[config.mk]
export PLATFORM = sky130hd
export DESIGN_NAME = move_sequencer
export DESIGN_NICKNAME = d
export VERILOG_FILES = /design/src/rtl/move_sequencer.sv
export SDC_FILE = /design/constraint.sdc
export NUM_CORES = 1
export LEC_CHECK = 0
export CORE_MARGIN = 2
export CORE_UTILIZATION = 56
export CTS_CLUSTER_SIZE = 8
export DETAILED_ROUTE_END_ITERATION = 12
export PLACE_DENSITY_LB_ADDON = 0.08
export SLEW_MARGIN = 15
export SYNTH_ARGS = -nofsm -noshare
export SYNTH_HDL_FRONTEND = slang
export SYNTH_SLANG_ARGS = --single-unit
export TNS_END_PERCENT = 50
[constraint.sdc]
create_clock -name clock -period 3.75 [get_ports clock]
set_clock_uncertainty 0.2 [all_clocks]
set_input_delay 0.375 -clock clock [delete_from_list [all_inputs] [get_ports clock]]
set_output_delay 0.375 -clock clock [all_outputs]
set_load 0.02 [all_outputs]
[src/rtl/move_sequencer.sv]
// move_sequencer
//
// Buffers 4-bit move codes from the solver in a circular FIFO and issues them
// one at a time to the move_to_step front-end. Each issued move is followed by
// a blanking window (move_done ignored), a bounded wait for move_done, and a
// mechanical settle delay before the next code is fetched. Code 15 (NULL)
// ends a sequence; codes 0, 1 and 14 are dropped and flagged.
//
// Ports
//   clock          in   system clock, rising edge
//   reset_n        in   synchronous active-low reset
//   move_in        in   [3:0] move code from solver
//   move_valid     in   move_in valid; write when move_valid & move_ready
//   move_ready     out  FIFO not full
//   go             in   pulse: start execution from IDLE
//   stop           in   pulse: graceful stop after the in-flight move
//   flush          in   pulse: empty FIFO and clear bad_code (IDLE/FAULT only)
//   clear_fault    in   pulse: FAULT -> IDLE
//   move_done      in   all steppers idle
//   next_move      out  [3:0] registered move code, reset 15
//   move_start     out  registered one-cycle start pulse
//   busy           out  not in IDLE or FAULT
//   seq_done       out  one-cycle pulse after a NULL is consumed
//   fault          out  move_done timeout occurred
//   bad_code       out  sticky: an invalid code was dropped
//   moves_executed out  [7:0] moves issued since last go (wraps)
//   fifo_count     out  [DEPTH_LOG2:0] FIFO occupancy
module move_sequencer #(
  parameter int unsigned DEPTH_LOG2     = 6,
  parameter int unsigned BLANK_CYCLES   = 1_500_000,
  parameter int unsigned SETTLE_CYCLES  = 5_000_000,
  parameter int unsigned TIMEOUT_CYCLES = 100_000_000
) (
  input  logic                  clock,
  input  logic                  reset_n,
  input  logic [3:0]            move_in,
  input  logic                  move_valid,
  output logic                  move_ready,
  input  logic                  go,
  input  logic                  stop,
  input  logic                  flush,
  input  logic                  clear_fault,
  input  logic                  move_done,
  output logic [3:0]            next_move,
  output logic                  move_start,
  output logic                  busy,
  output logic                  seq_done,
  output logic                  fault,
  output logic                  bad_code,
  output logic [7:0]            moves_executed,
  output logic [DEPTH_LOG2:0]   fifo_count
);

  localparam int unsigned DEPTH = 1 << DEPTH_LOG2;
  localparam int unsigned CW    = DEPTH_LOG2 + 1;

  localparam logic [3:0]            CODE_NULL = 4'd15;
  localparam logic [DEPTH_LOG2-1:0] PTR_ONE   = 1;
  localparam logic [CW-1:0]         CNT_ONE   = 1;
  localparam logic [CW-1:0]         CNT_FULL  = CW'(DEPTH);
  localparam logic [31:0]           BLANK_LIM   = 32'(BLANK_CYCLES);
  localparam logic [31:0]           SETTLE_LIM  = 32'(SETTLE_CYCLES);
  localparam logic [31:0]           TIMEOUT_LIM = 32'(TIMEOUT_CYCLES);

  typedef enum logic [2:0] {
    S_IDLE,
    S_FETCH,
    S_ISSUE,
    S_BLANK,
    S_WAIT,
    S_SETTLE,
    S_FAULT
  } state_t;

  state_t                r_state;
  logic [3:0]            r_mem [DEPTH];
  logic [DEPTH_LOG2-1:0] r_wr_ptr;
  logic [DEPTH_LOG2-1:0] r_rd_ptr;
  logic [CW-1:0]         r_count;
  logic [31:0]           r_cnt;
  logic                  r_stop_pend;
  logic [3:0]            r_next_move;
  logic                  r_move_start;
  logic                  r_busy;
  logic                  r_seq_done;
  logic                  r_fault;
  logic                  r_bad_code;
  logic [7:0]            r_moves;

  logic                  w_idle_like;
  logic                  w_busy_state;
  logic                  w_empty;
  logic                  w_full;
  logic                  w_flush;
  logic                  w_wr;
  logic                  w_pop;
  logic [3:0]            w_head;
  logic                  w_head_bad;

  assign w_idle_like  = (r_state == S_IDLE) || (r_state == S_FAULT);
  assign w_busy_state = !w_idle_like;
  assign w_empty      = (r_count == '0);
  assign w_full       = (r_count == CNT_FULL);
  assign w_flush      = flush && w_idle_like;
  // A write coinciding with an honoured flush is discarded.
  assign w_wr         = move_valid && !w_full && !w_flush;
  // A pending stop takes priority over the head so a streaming FETCH can exit.
  assign w_pop        = (r_state == S_FETCH) && !r_stop_pend && !w_empty;
  assign w_head       = r_mem[r_rd_ptr];
  assign w_head_bad   = (w_head == 4'd0) || (w_head == 4'd1) || (w_head == 4'd14);

  assign move_ready     = !w_full;
  assign fifo_count     = r_count;
  assign next_move      = r_next_move;
  assign move_start     = r_move_start;
  assign busy           = r_busy;
  assign seq_done       = r_seq_done;
  assign fault          = r_fault;
  assign bad_code       = r_bad_code;
  assign moves_executed = r_moves;

  // FIFO storage (no reset needed; occupancy is tracked by r_count)
  always_ff @(posedge clock) begin
    if (w_wr) begin
      r_mem[r_wr_ptr] <= move_in;
    end
  end

  // FIFO pointers and occupancy
  always_ff @(posedge clock) begin
    if (!reset_n) begin
      r_wr_ptr <= '0;
      r_rd_ptr <= '0;
      r_count  <= '0;
    end else if (w_flush) begin
      r_wr_ptr <= '0;
      r_rd_ptr <= '0;
      r_count  <= '0;
    end else begin
      if (w_wr) begin
        r_wr_ptr <= r_wr_ptr + PTR_ONE;
      end
      if (w_pop) begin
        r_rd_ptr <= r_rd_ptr + PTR_ONE;
      end
      case ({w_wr, w_pop})
        2'b10:   r_count <= r_count + CNT_ONE;
        2'b01:   r_count <= r_count - CNT_ONE;
        default: r_count <= r_count;
      endcase
    end
  end

  // Sequencer FSM with registered outputs
  always_ff @(posedge clock) begin
    if (!reset_n) begin
      r_state      <= S_IDLE;
      r_cnt        <= '0;
      r_stop_pend  <= 1'b0;
      r_next_move  <= CODE_NULL;
      r_move_start <= 1'b0;
      r_busy       <= 1'b0;
      r_seq_done   <= 1'b0;
      r_fault      <= 1'b0;
      r_bad_code   <= 1'b0;
      r_moves      <= '0;
    end else begin
      r_move_start <= 1'b0;
      r_seq_done   <= 1'b0;

      if (w_busy_state && stop) begin
        r_stop_pend <= 1'b1;
      end
      if (w_flush) begin
        r_bad_code <= 1'b0;
      end

      case (r_state)
        S_IDLE: begin
          if (go) begin
            r_state <= S_FETCH;
            r_busy  <= 1'b1;
            r_moves <= '0;
          end
        end

        S_FETCH: begin
          if (r_stop_pend) begin
            r_state     <= S_IDLE;
            r_busy      <= 1'b0;
            r_stop_pend <= 1'b0;
          end else if (!w_empty) begin
            if (w_head == CODE_NULL) begin
              r_state     <= S_IDLE;
              r_busy      <= 1'b0;
              r_seq_done  <= 1'b1;
              r_stop_pend <= 1'b0;
            end else if (w_head_bad) begin
              r_bad_code <= 1'b1;
            end else begin
              r_next_move <= w_head;
              r_state     <= S_ISSUE;
            end
          end
        end

        S_ISSUE: begin
          r_move_start <= 1'b1;
          r_moves      <= r_moves + 8'd1;
          r_cnt        <= '0;
          r_state      <= S_BLANK;
        end

        // Occupies BLANK_CYCLES+1 cycles, the first being the start pulse.
        S_BLANK: begin
          if (r_cnt == BLANK_LIM) begin
            r_cnt   <= 32'd1;
            r_state <= S_WAIT;
          end else begin
            r_cnt <= r_cnt + 32'd1;
          end
        end

        // Counter runs 1..TIMEOUT; move_done wins over a simultaneous timeout.
        S_WAIT: begin
          if (move_done) begin
            r_cnt   <= 32'd1;
            r_state <= S_SETTLE;
          end else if (r_cnt == TIMEOUT_LIM) begin
            r_state <= S_FAULT;
            r_busy  <= 1'b0;
            r_fault <= 1'b1;
          end else begin
            r_cnt <= r_cnt + 32'd1;
          end
        end

        S_SETTLE: begin
          if (r_cnt == SETTLE_LIM) begin
            r_state <= S_FETCH;
          end else begin
            r_cnt <= r_cnt + 32'd1;
          end
        end

        S_FAULT: begin
          if (clear_fault) begin
            r_state     <= S_IDLE;
            r_fault     <= 1'b0;
            r_stop_pend <= 1'b0;
          end
        end

        default: begin
          r_state <= S_IDLE;
          r_busy  <= 1'b0;
          r_fault <= 1'b0;
        end
      endcase
    end
  end

endmodule

**Word level (Yosys, flattened, before mapping)**

Memory sizes are Yosys's and may differ from the RTL's. A register that Yosys moved wholly into a read port is not among the register bits.
Index checks and enable logic that the tools add are counted.

- Flip-flop bits (word level): 72
- Memory bits (writable): 256
- Input port bits: 12
- Output and inout bits: 25
- Word-level logic and storage cells: 133
- Memories: 1

- $add $sub $neg: 6
- Eq/ne operators: 27
- Multiplexer cells: 48
- Bitwise logic cells: 8
- Reduce and logical (&&, ||, !) cells: 30

Memory list:

| memory | words | bits a word | rd ports | clocked after Yosys merged registers in | write ports | line | text |
|---|---|---|---|---|---|---|---|
| r_mem | 64 | 4 | 1 | 1 | 1 | 76 | `logic [3:0] r_mem [DEPTH];` |

Operator list:

| cell | count |
|---|---|
| $mux W32 | 4 |
| $pmux W32 S4 | 1 |
| $add A32 B1 Y32 const B | 1 |
| $eq A32 B21 Y1 const B | 1 |
| $eq A32 B23 Y1 const B | 1 |
| $eq A32 B27 Y1 const B | 1 |
| $mux W3 | 10 |
| $mux W1 | 24 |
| $pmux W3 S7 | 1 |
| $pmux W8 S2 | 1 |
| $ne A2 B2 Y1 const B | 7 |
| $pmux W7 S2 | 1 |
| $add A6 B1 Y6 const B | 2 |
| $mux W6 | 2 |
| $eq A3 B3 Y1 const B | 3 |
| $ne A3 B3 Y1 const B | 3 |
| $add A8 B1 Y8 const B | 1 |
| $eq A4 B4 Y1 const B | 2 |
| $mux W8 | 1 |
| $not A1 Y1 | 8 |
| $reduce_or A4 Y1 | 2 |
| $add A7 B1 Y7 const B | 1 |
| $eq A7 B7 Y1 const B | 1 |
| $logic_not A7 Y1 | 1 |
| other kinds (26) | 39 |

**Longest topological paths before layout**

- Depth after elaboration: 9
- Gate-level depth with buffers: 15
- Depth with buffers taken out: 15

**Worst setup path after synthesis**

No wires, ideal clock.

- Path kind: register to register
- Start: register r_state[2]
- End: register r_count[6], in the netlist fifo_count[6]
- Library setup time: 128 ps
- Arrival time: 3,268 ps
- Data required time: 3,422 ps
- Setup slack: 154 ps
- Stages on the path, launching flop included: 15
- Path buffers: 1
- Clock period less this slack: 3,596 ps
- Cell sequence: dfxtp_1 -> clkbuf_1 -> or3_1 -> nor2_1 -> ha_1 -> inv_1 -> fa_1 -> nor2b_1 -> o21ai_0 -> a21boi_0 -> o21ai_0 -> and3_1 -> nor3_1 -> xnor2_1 -> nor2_1

- Elaborated cells on any way between the ends: 14
- Those cells by class: eq/ne: 4; mux: 1; reduce/logical: 9

RTL lines:

| item | line | text |
|---|---|---|
| start: declaration | 75 | `state_t r_state;` |
| start signal: assignment | 157 | `r_state <= S_IDLE;` |
| start signal: assignment | 181 | `r_state <= S_FETCH;` |
| start signal: assignment | 189 | `r_state <= S_IDLE;` |
| $eq A3 B1 Y1 * | 108 | `assign w_pop = (r_state == S_FETCH) && !r_stop_pend && !w_empty;` |
| $logic_and A1 B1 Y1 * (2 in a row) | 108 |  |
| via w_pop | 96 | `logic w_pop;` |
| $eq A2 B1 Y1 or $eq A2 B2 Y1 (tied branches) | 146 | `case ({w_wr, w_pop})` |
| $pmux W7 S2 or $reduce_bool A2 Y1 (tied branches) | - |  |
| end signal: assignment | 147 | `2'b10: r_count <= r_count + CNT_ONE;` |
| end signal: assignment | 148 | `2'b01: r_count <= r_count - CNT_ONE;` |
| end signal: assignment | 149 | `default: r_count <= r_count;` |
| end: declaration | 79 | `logic [CW-1:0] r_count;` |

The timed path passes the listed nets; every way through them passes the cells marked *.
A chain may end at the register's enable or synchronous reset.

==> flow_summary.html <==
<table>
<tr><th>Metric</th><th>Value</th></tr>
<tr><th colspan="2">Detailed routing</th></tr>
<tr><td>Total number of vias</td><td>around 8000</td></tr>
<tr><td>Top sig layer</td><td>met4</td></tr>
<tr><td>Met3 Routed Length</td><td>around 2.2 mm</td></tr>
<tr><td>Drc violations</td><td>0</td></tr>
<tr><td>Number of nets with antenna violations after detailed routing</td><td>0</td></tr>
<tr><td>Vias per std cell</td><td>around 6</td></tr>
<tr><td>Routed wire length</td><td>roughly 30 mm</td></tr>
<tr><td>DRT iter0 DRCs</td><td>706</td></tr>
<tr><td>Post-detailed-route wirelength per cell</td><td>22.0 um</td></tr>
<tr><td>Amount of wire on met2 after detailed routing</td><td>14.2 mm</td></tr>
<tr><td>Router iterations before antenna repair</td><td>5</td></tr>
<tr><td>Routed length on met1</td><td>13.1 mm</td></tr>
<tr><th colspan="2">Layout</th></tr>
<tr><td>Fill count</td><td>1713</td></tr>
<tr><td>Area overhead of the layout relative to synthesis</td><td>15.3%</td></tr>
<tr><td>Fraction of final layout cells with drive strength greater than 1</td><td>roughly 16%</td></tr>
<tr><td>Cell area after layout</td><td>16100 um^2</td></tr>
<tr><td>ANT cells</td><td>0</td></tr>
<tr><td>Number of nets in the final layout</td><td>roughly 1000</td></tr>
<tr><th colspan="2">Timing</th></tr>
<tr><td>Setup repair after global routing missed its margin</td><td>no</td></tr>
<tr><td>FMAX</td><td>between 200 and 300 MHz</td></tr>
<tr><td>Min Clock Period, post-route</td><td>3.34 ns</td></tr>
<tr><td>Final setup fails</td><td>0</td></tr>
<tr><td>Fin. Hold Viols</td><td>0</td></tr>
<tr><td>Part of the cycle the worst path needs</td><td>89.2%</td></tr>
<tr><td>Total negative setup slack</td><td>0 ns</td></tr>
<tr><td>Slew at the pin closest to its max-slew limit</td><td>1.12 ns</td></tr>
<tr><td>Min Hold Slack</td><td>approximately 0.18 ns</td></tr>
<tr><td>Relative max-transition margin</td><td>about a quarter</td></tr>
<tr><td>Count of pins over their slew limit</td><td>0</td></tr>
<tr><th colspan="2">Pwr</th></tr>
<tr><td>Design Power</td><td>about 0.009 W</td></tr>
<tr><td>Leakage</td><td>5.12 nW</td></tr>
<tr><td>PD cells</td><td>roughly 560 nW/um^2</td></tr>
<tr><td>Highest ir drop seen on vdd</td><td>0.508 mV</td></tr>
<tr><th colspan="2">Critical path</th></tr>
<tr><td>Ordered list of cells on the worst path</td><td>buf_4, mux4_2, mux4_2, mux2i_1, nor2_1, or2_1, o211ai_4, mux2i_1, nand2_1</td></tr>
<tr><td>Kind of end point of the critical path</td><td>flip-flop</td></tr>
<tr><td>Number of cell instances on the worst register-to-register path</td><td>9</td></tr>
<tr><td>Setup crit start kind</td><td>flip-flop</td></tr>
<tr><td>CP Data Arrival Time</td><td>around 3.6 ns</td></tr>
<tr><td>R2R Setup Slk</td><td>0.41 ns</td></tr>
<tr><td>Delay contributed by the slowest stage of the critical path</td><td>about 0.51 ns</td></tr>
<tr><td>Cell with the largest stage delay on the worst path</td><td>sky130_fd_sc_hd__mux4_2</td></tr>
<tr><td>Buffer and inverter count on the worst path</td><td>1</td></tr>
<tr><td>Endpoint of the worst register-to-register path</td><td>next_move[0]</td></tr>
<tr><td>Required time of the critical path</td><td>between 3 and 4 ns</td></tr>
<tr><td>Largest fanout on the critical path</td><td>10</td></tr>
<tr><td>Type of the worst setup path</td><td>reg2reg</td></tr>
<tr><td>Top delay family on crit path</td><td>multiplexers</td></tr>
<tr><th colspan="2">Yosys</th></tr>
<tr><td>Count of state elements after synthesis</td><td>334</td></tr>
<tr><td>Post-synthesis area per instance</td><td>roughly 15 um^2</td></tr>
<tr><td>Cell area after technology mapping</td><td>14000 um^2</td></tr>
<tr><td>Proportion of synthesized flip-flops having asynchronous set or reset</td><td>0%</td></tr>
<tr><td>Portion of the post-synthesis area used by sequential elements</td><td>66.1%</td></tr>
<tr><td>Main synth FF type</td><td>sky130_fd_sc_hd__edfxtp_1</td></tr>
<tr><td>Unique masters post-synth</td><td>67</td></tr>
<tr><td>Syn_nets</td><td>976</td></tr>
<tr><td>Synth Instances</td><td>around 950</td></tr>
<tr><td>Count of warnings emitted by yosys</td><td>0</td></tr>
<tr><td>Number of enable flip-flop cells after synthesis</td><td>256</td></tr>
<tr><th colspan="2">Die</th></tr>
<tr><td>Die ar.</td><td>26300 um^2</td></tr>
<tr><td>Die Ht</td><td>between 150 and 200 um</td></tr>
<tr><td>FP Rows</td><td>57</td></tr>
<tr><td>DIE WIDTH</td><td>162 um</td></tr>
<tr><td>Number of top-level pins</td><td>37</td></tr>
<tr><td>Initial core utilization</td><td>57.2%</td></tr>
<tr><td>Placeable core area</td><td>between 20000 and 25000 um^2</td></tr>
<tr><th colspan="2">CTS</th></tr>
<tr><td>Clock Tree Root</td><td>sky130_fd_sc_hd__clkbuf_16</td></tr>
<tr><td>Post-CTS clock slew at the launch and capture registers of the worst setup and hold paths</td><td>0.05 ns</td></tr>
<tr><td>Clock tree from TritonCTS</td><td>built</td></tr>
<tr><td>Quantity of hold-fixing buffers added after cts</td><td>0</td></tr>
<tr><td>H-tree Lvls</td><td>2</td></tr>
<tr><td>Number of buffers created by CTS</td><td>47</td></tr>
<tr><td>Clock tree sinks</td><td>334</td></tr>
<tr><td>Worst-skew pair later-pin latency</td><td>0.53 ns</td></tr>
<tr><td>Clock tree buffer depth</td><td>3</td></tr>
<tr><th colspan="2">Job</th></tr>
<tr><td>Max cap viols</td><td>0</td></tr>
<tr><th colspan="2">Global route</th></tr>
<tr><td>Number of antenna violations at the first check in global routing</td><td>0</td></tr>
<tr><td>First-pass GRT wire length</td><td>47.8 mm</td></tr>
<tr><td>Number of global-route vias before repair</td><td>around 8200</td></tr>
<tr><td>Largest net degree at the start of global routing</td><td>65</td></tr>
<tr><td>Total congestion overflow after global routing</td><td>0</td></tr>
<tr><td>Total track usage</td><td>24.1%</td></tr>
<tr><th colspan="2">Placed design</th></tr>
<tr><td>Half-perimeter wire length after detailed placement</td><td>19.5 mm</td></tr>
<tr><td>Dpl cell area</td><td>14800 um^2</td></tr>
<tr><td>Number of buffers inserted by port buffering</td><td>36</td></tr>
<tr><td>RD Place Congestion</td><td>0.822</td></tr>
<tr><th colspan="2">Min path</th></tr>
<tr><td>Startpoint of the tightest hold check path</td><td>move_in[1]</td></tr>
<tr><td>Terminating pin of the worst hold path</td><td>r_mem[20][1]</td></tr>
<tr><td>Hold/Removal Path Class</td><td>in2reg</td></tr>
<tr><td>Worst hold path cell count</td><td>1</td></tr>
<tr><th colspan="2">Status</th></tr>
<tr><td>Outcome</td><td>complete, no violations</td></tr>
</table>
-- state kept, by name, summed over array words and instances, names as in the netlist, named ones only --
name / cells
fault: 1
seq_done: 1
moves_executed: 8
fifo_count: 7
r_stop_pend: 1
r_cnt: 32
next_move: 4
move_start: 1
r_wr_ptr: 6
bad_code: 1
r_mem: 256
r_rd_ptr: 6
r_state: 3
busy: 1
-- cell usage in the layout, fill, tap and decap left out, types with 6 or more instances in the layout --
master,count
sky130_fd_sc_hd__nand4_1,17
sky130_fd_sc_hd__xnor2_1,13
sky130_fd_sc_hd__a21oi_1,22
sky130_fd_sc_hd__and3_1,7
sky130_fd_sc_hd__xor2_1,29
sky130_fd_sc_hd__mux2i_1,18
sky130_fd_sc_hd__nor2_1,153
sky130_fd_sc_hd__clkbuf_1,26
sky130_fd_sc_hd__ha_1,11
sky130_fd_sc_hd__nand3_1,19
sky130_fd_sc_hd__nand2_1,44
sky130_fd_sc_hd__buf_12,6
sky130_fd_sc_hd__o22ai_1,11
sky130_fd_sc_hd__or3_1,10
sky130_fd_sc_hd__buf_4,23
sky130_fd_sc_hd__nand3b_1,8
sky130_fd_sc_hd__dfxtp_1,74
sky130_fd_sc_hd__clkdlybuf4s50_1,32
sky130_fd_sc_hd__nand2b_1,8
sky130_fd_sc_hd__edfxtp_1,256
sky130_fd_sc_hd__mux4_2,66
sky130_fd_sc_hd__o21ai_0,18
sky130_fd_sc_hd__clkbuf_16,48
sky130_fd_sc_hd__nor2b_1,15
sky130_fd_sc_hd__nor3_1,7
sky130_fd_sc_hd__inv_1,16
-- worst max path at each step --
stage,endpoint,slack (ns),startpoint,cells past startpoint
finish,next_move[0],0.41,flip-flop,9
global route,fifo_count[6],0.06,fifo_count[0],14
floorplan,fifo_count[6],0.15,r_state[2],14
CTS,fifo_count[6],0.30,r_state[2],14
global placement,fifo_count[6],0.41,flush,14
detailed placement,fifo_count[6],0.33,r_state[2],14
-- layout make-up --
class                           instances  area, um^2  share of cell area, %
Tap cell                              324         405                   2.51
Multi-Input combinational cell        561        4470                   27.7
Sequential cell                       334        9260                   57.4
Inverter                               16        60.1                  0.372
Clock buffer                           74        1300                   8.05
Clock inverter                          3        28.8                  0.178
Timing Repair Buffer                   63         623                   3.86
-- per-layer routing --
layer | vias to the layer above | global-route usage (%)
li1 | 3791 | -
met1 | 4076 | 35.0
met2 | 274 | 37.2
met3 | 62 | 5.11
met4 | 0 | 7.28
met5 | - | 0
-- metrics by stage --
stage          instances  util, %  worst slack [ns]
2_1_floorplan        952        -             0.154
3_3_place_gp        1297     60.4             0.411
3_5_place_dp        1297     60.4             0.332
4_1_cts             1374     65.9             0.304
5_1_grt             1375     66.0            0.0613
6_report            1375     66.0             0.407
-- repair_timing --
item,CTS,global route
endpoints found under the setup margin,0,1
resized for setup,0,1
setup buffers,0,0
-- Yosys cell counts (all sizes together) (13+ instances only) --
library cell / instances / area, um^2
a21oi: 22 / 110
buf: 24 / 165
clkbuf: 17 / 63.8
dfxtp: 78 / 1560
edfxtp: 256 / 7690
inv: 16 / 60.1
mux2i: 18 / 180
mux4: 66 / 1490
nand2: 44 / 165
nand3: 19 / 95.1
nand4: 17 / 106
nor2: 153 / 574
nor2b: 15 / 93.8
o21ai: 22 / 110
xnor2: 13 / 114
xor2: 29 / 254
-- cell families (layout without fill, tap and decap cells) --
kind of cell / Yosys count / in the layout / synth area share [%]
flip-flops: 334 / 334 / 66.1
AND/OR/NAND/NOR: 324 / 324 / 11.2
AO/OA/AOI/OAI: 96 / 96 / 4.74
multiplexers: 87 / 87 / 12.1
buffers and inverters: 57 / 156 / 2.06
XOR/XNOR: 42 / 42 / 2.63
adder cells (fa/ha/maj): 12 / 12 / 1.13
-- where the power goes --
group | switching, W | internal (W)
Clock | 0.00146 | 0.00234
Sequential | 0.0000671 | 0.00405
Combinational | 0.000614 | 0.000449
Power figures use the tool's default switching activity.
==> edit (same settings) <==
Register the output `fifo_count` once more, cleared by the reset; this adds one clock of latency there. The other outputs are not delayed to match.
--- a/src/rtl/move_sequencer.sv
+++ b/src/rtl/move_sequencer.sv
@@ -112,3 +112,9 @@
   assign move_ready     = !w_full;
-  assign fifo_count     = r_count;
+  always_ff @(posedge clock) begin
+    if (!reset_n) begin
+      fifo_count <= '0;
+    end else begin
+      fifo_count <= r_count;
+    end
+  end
   assign next_move      = r_next_move;
Behaviour: not the same (a bounded check fails within 4 cycles, from zero or initial values and one cycle with reset_n low).
==> edit against the original RTL <==
  * Total power is 0.23% lower
  * Routed wire length increased by 4.5%
  * Worst hold slack worse by 13 ps
  * Final cell count rose by 5.2%
  * Global-route usage is 0.068 points lower
  * Critical path depth rose by 6
  * Sequential cell count grew 7
  * Clock power about the same
  * Non-clock buffer count up 14
  * Core utilization is 0.12 points lower
  * Setup slack lost 210 ps
  * Die area grew 2.7%
  * Area after synthesis is 2.8% higher
  * Design area is 2.8% higher
  * Critical endpoint is now r_count[5]
  * Largest cell class unchanged
==> edit: results (changes against the original RTL) <==
Yosys Warn Count 0 (unchanged); largest net degree at the start of global routing 65 (unchanged); vias in the first global route 8645 (+5.3%); sequential-to-total area share from yosys stat 65.2% (-0.84 points); CTS buffer count 48 (+2.1%); Top FF cell, synth edfxtp_1; initial antenna violation count 0 (unchanged); Layout fillers 1783 (+4.1%); Crit Path Max Fanout 3 (-7); LEAKAGE 5.34 nW (+4.3%); max reg flops 256 (unchanged); Post-Place Worst Slack 71.2 ps (-261 ps); first drt pass iteration count 5 (unchanged); status completed; HP Class in -> reg; Nets 1123 (+7.3%); clk buf depth 3 (unchanged); CP arrival 3780 ps (+220 ps); Peak VDD IR 328 uV (-35%); Synth cell types 74 (+10%); share of layout cells above drive strength 1 17.3% (+1.2 points); Reg clk slew, reported paths 50 ps (about the same); asr flop ratio synth 0% (unchanged); Post-synth EDFFs 256 (unchanged); worst-margin pin slew 777 ps (-344 ps); root buffer cell clkbuf_16; Detailed Route WL 31600 um (+4.5%); Detailed Route Iter0 Violations 837 (+19%); Synth top cells by count edfxtp_1, nor2_1, dfxtp_1; synth top area cells edfxtp_1, dfxtp_1, mux4_2; first-pass GRT wire length 49100 um (+2.7%); Clock Latency Late Sink approximately 540 ps; DPL Wire Length 20200 um (+3.7%); switching power 2.12 mW (-1.1%); total track usage 24.0% (-0.068 points); postcts setup bufs 0 (unchanged); Syn Nets 1048 (+7.4%); Top reg by flops r_mem; Final Wtd Congestion 0.835 (+1.6%); vias per cell 6.05 (+1.4%); diode count 0 (unchanged)
## edit: cell types whose count changed in the layout (fill, tap and decap cells not counted), sizes merged, moves of 6 or more
cell and change:
nand3 +24, a211oi +6, o22ai -7, nor3 +15, dfxtp +7, a22oi +8, buf +14, a21oi +8
nand2 +7, clkbuf -10
## edit: area by class of cell
cell class | instances | area share (%)
inverters | 20 | 0.453
repair buffers | 77 | 4.32
flip-flops and latches | 341 | 56.7
multi-input cells | 611 | 28.2
clock inverters | 3 | 0.136
well taps | 330 | 2.49
clock buffers | 64 | 7.73
## edit: stage by stage
| stage | utilization [%] | instances | area, um2 | hold slack [ps] | TNS (ps) |
|---|---|---|---|---|---|
| 3_5_place_dp | 60.4 | 1377 | 15200 | 254 | 0 |
| 3_3_place_gp | 60.4 | 1377 | 15200 | 247 | 0 |
| 2_1_floorplan | - | 1024 | 14400 | 259 | 0 |
| 4_1_cts | 65.6 | 1444 | 16500 | 271 | 0 |
| 5_1_grt | 65.9 | 1446 | 16600 | 184 | -14.6 |
| 6_report | 65.9 | 1446 | 16600 | 166 | 0 |
## edit: routing by layer
layer | vias to the layer above | track usage, % | wire [um]
li1 | 4032 | - | -
met1 | 4405 | 36.1 | 14600
met2 | 275 | 37.0 | 14800
met3 | 38 | 4.14 | 1860
met4 | 0 | 5.82 | 435
met5 | - | 0 | 0
## edit: repair_timing
| item | in CTS | in global routing |
|---|---|---|
| endpoints found under the setup margin | 0 | 2 |
| resized for setup | 0 | 8 |
| hold buffers | 0 | 0 |
| hold endpoints to repair | 0 | 0 |
## edit: worst paths after layout
check / startpoint / endpoint / slack (ps) / cells after the start
worst max-delay path: r_count[0] / r_count[5] / 200 / 15
worst min-delay path: move_in[0] / r_mem[8][0] / 170 / 1
worst max register to register: r_count[0] / r_count[5] / 200 / 15
worst min register to register: busy / busy / 270 / 2
## edit: kinds of logic after synthesis
kind of cell	Yosys count	synth area share, %
simple gates	361	12.2
flops	341	65.2
compound gates	117	5.47
mux	84	11.2
buf+inv	72	2.48
xor+xnor	37	2.25
fa+ha+maj	12	1.10
## edit: critical path: stages (launching register included)
cell	delay, ps
dfxtp_1	310
or4_4	550
or4b_4	490
and3_1	190
inv_1	80
ha_2	190
buf_4	120
ha_1	220
a21o_1	170
a21o_1	200
a21o_1	180
a21oi_1	160
xor2_1	160
nor2_1	50
a21oi_1	120
nor2_1	50
## edit: power by group through the flow
stage	sequential, mW	combinational, mW	clock, mW
after global routing	4.20	1.05	4.00
final	4.20	0.954	3.81
after floorplan	4.26	0.599	0
after global placement	4.27	0.927	0
after detailed placement	4.27	0.935	0
after CTS	4.20	0.939	3.86
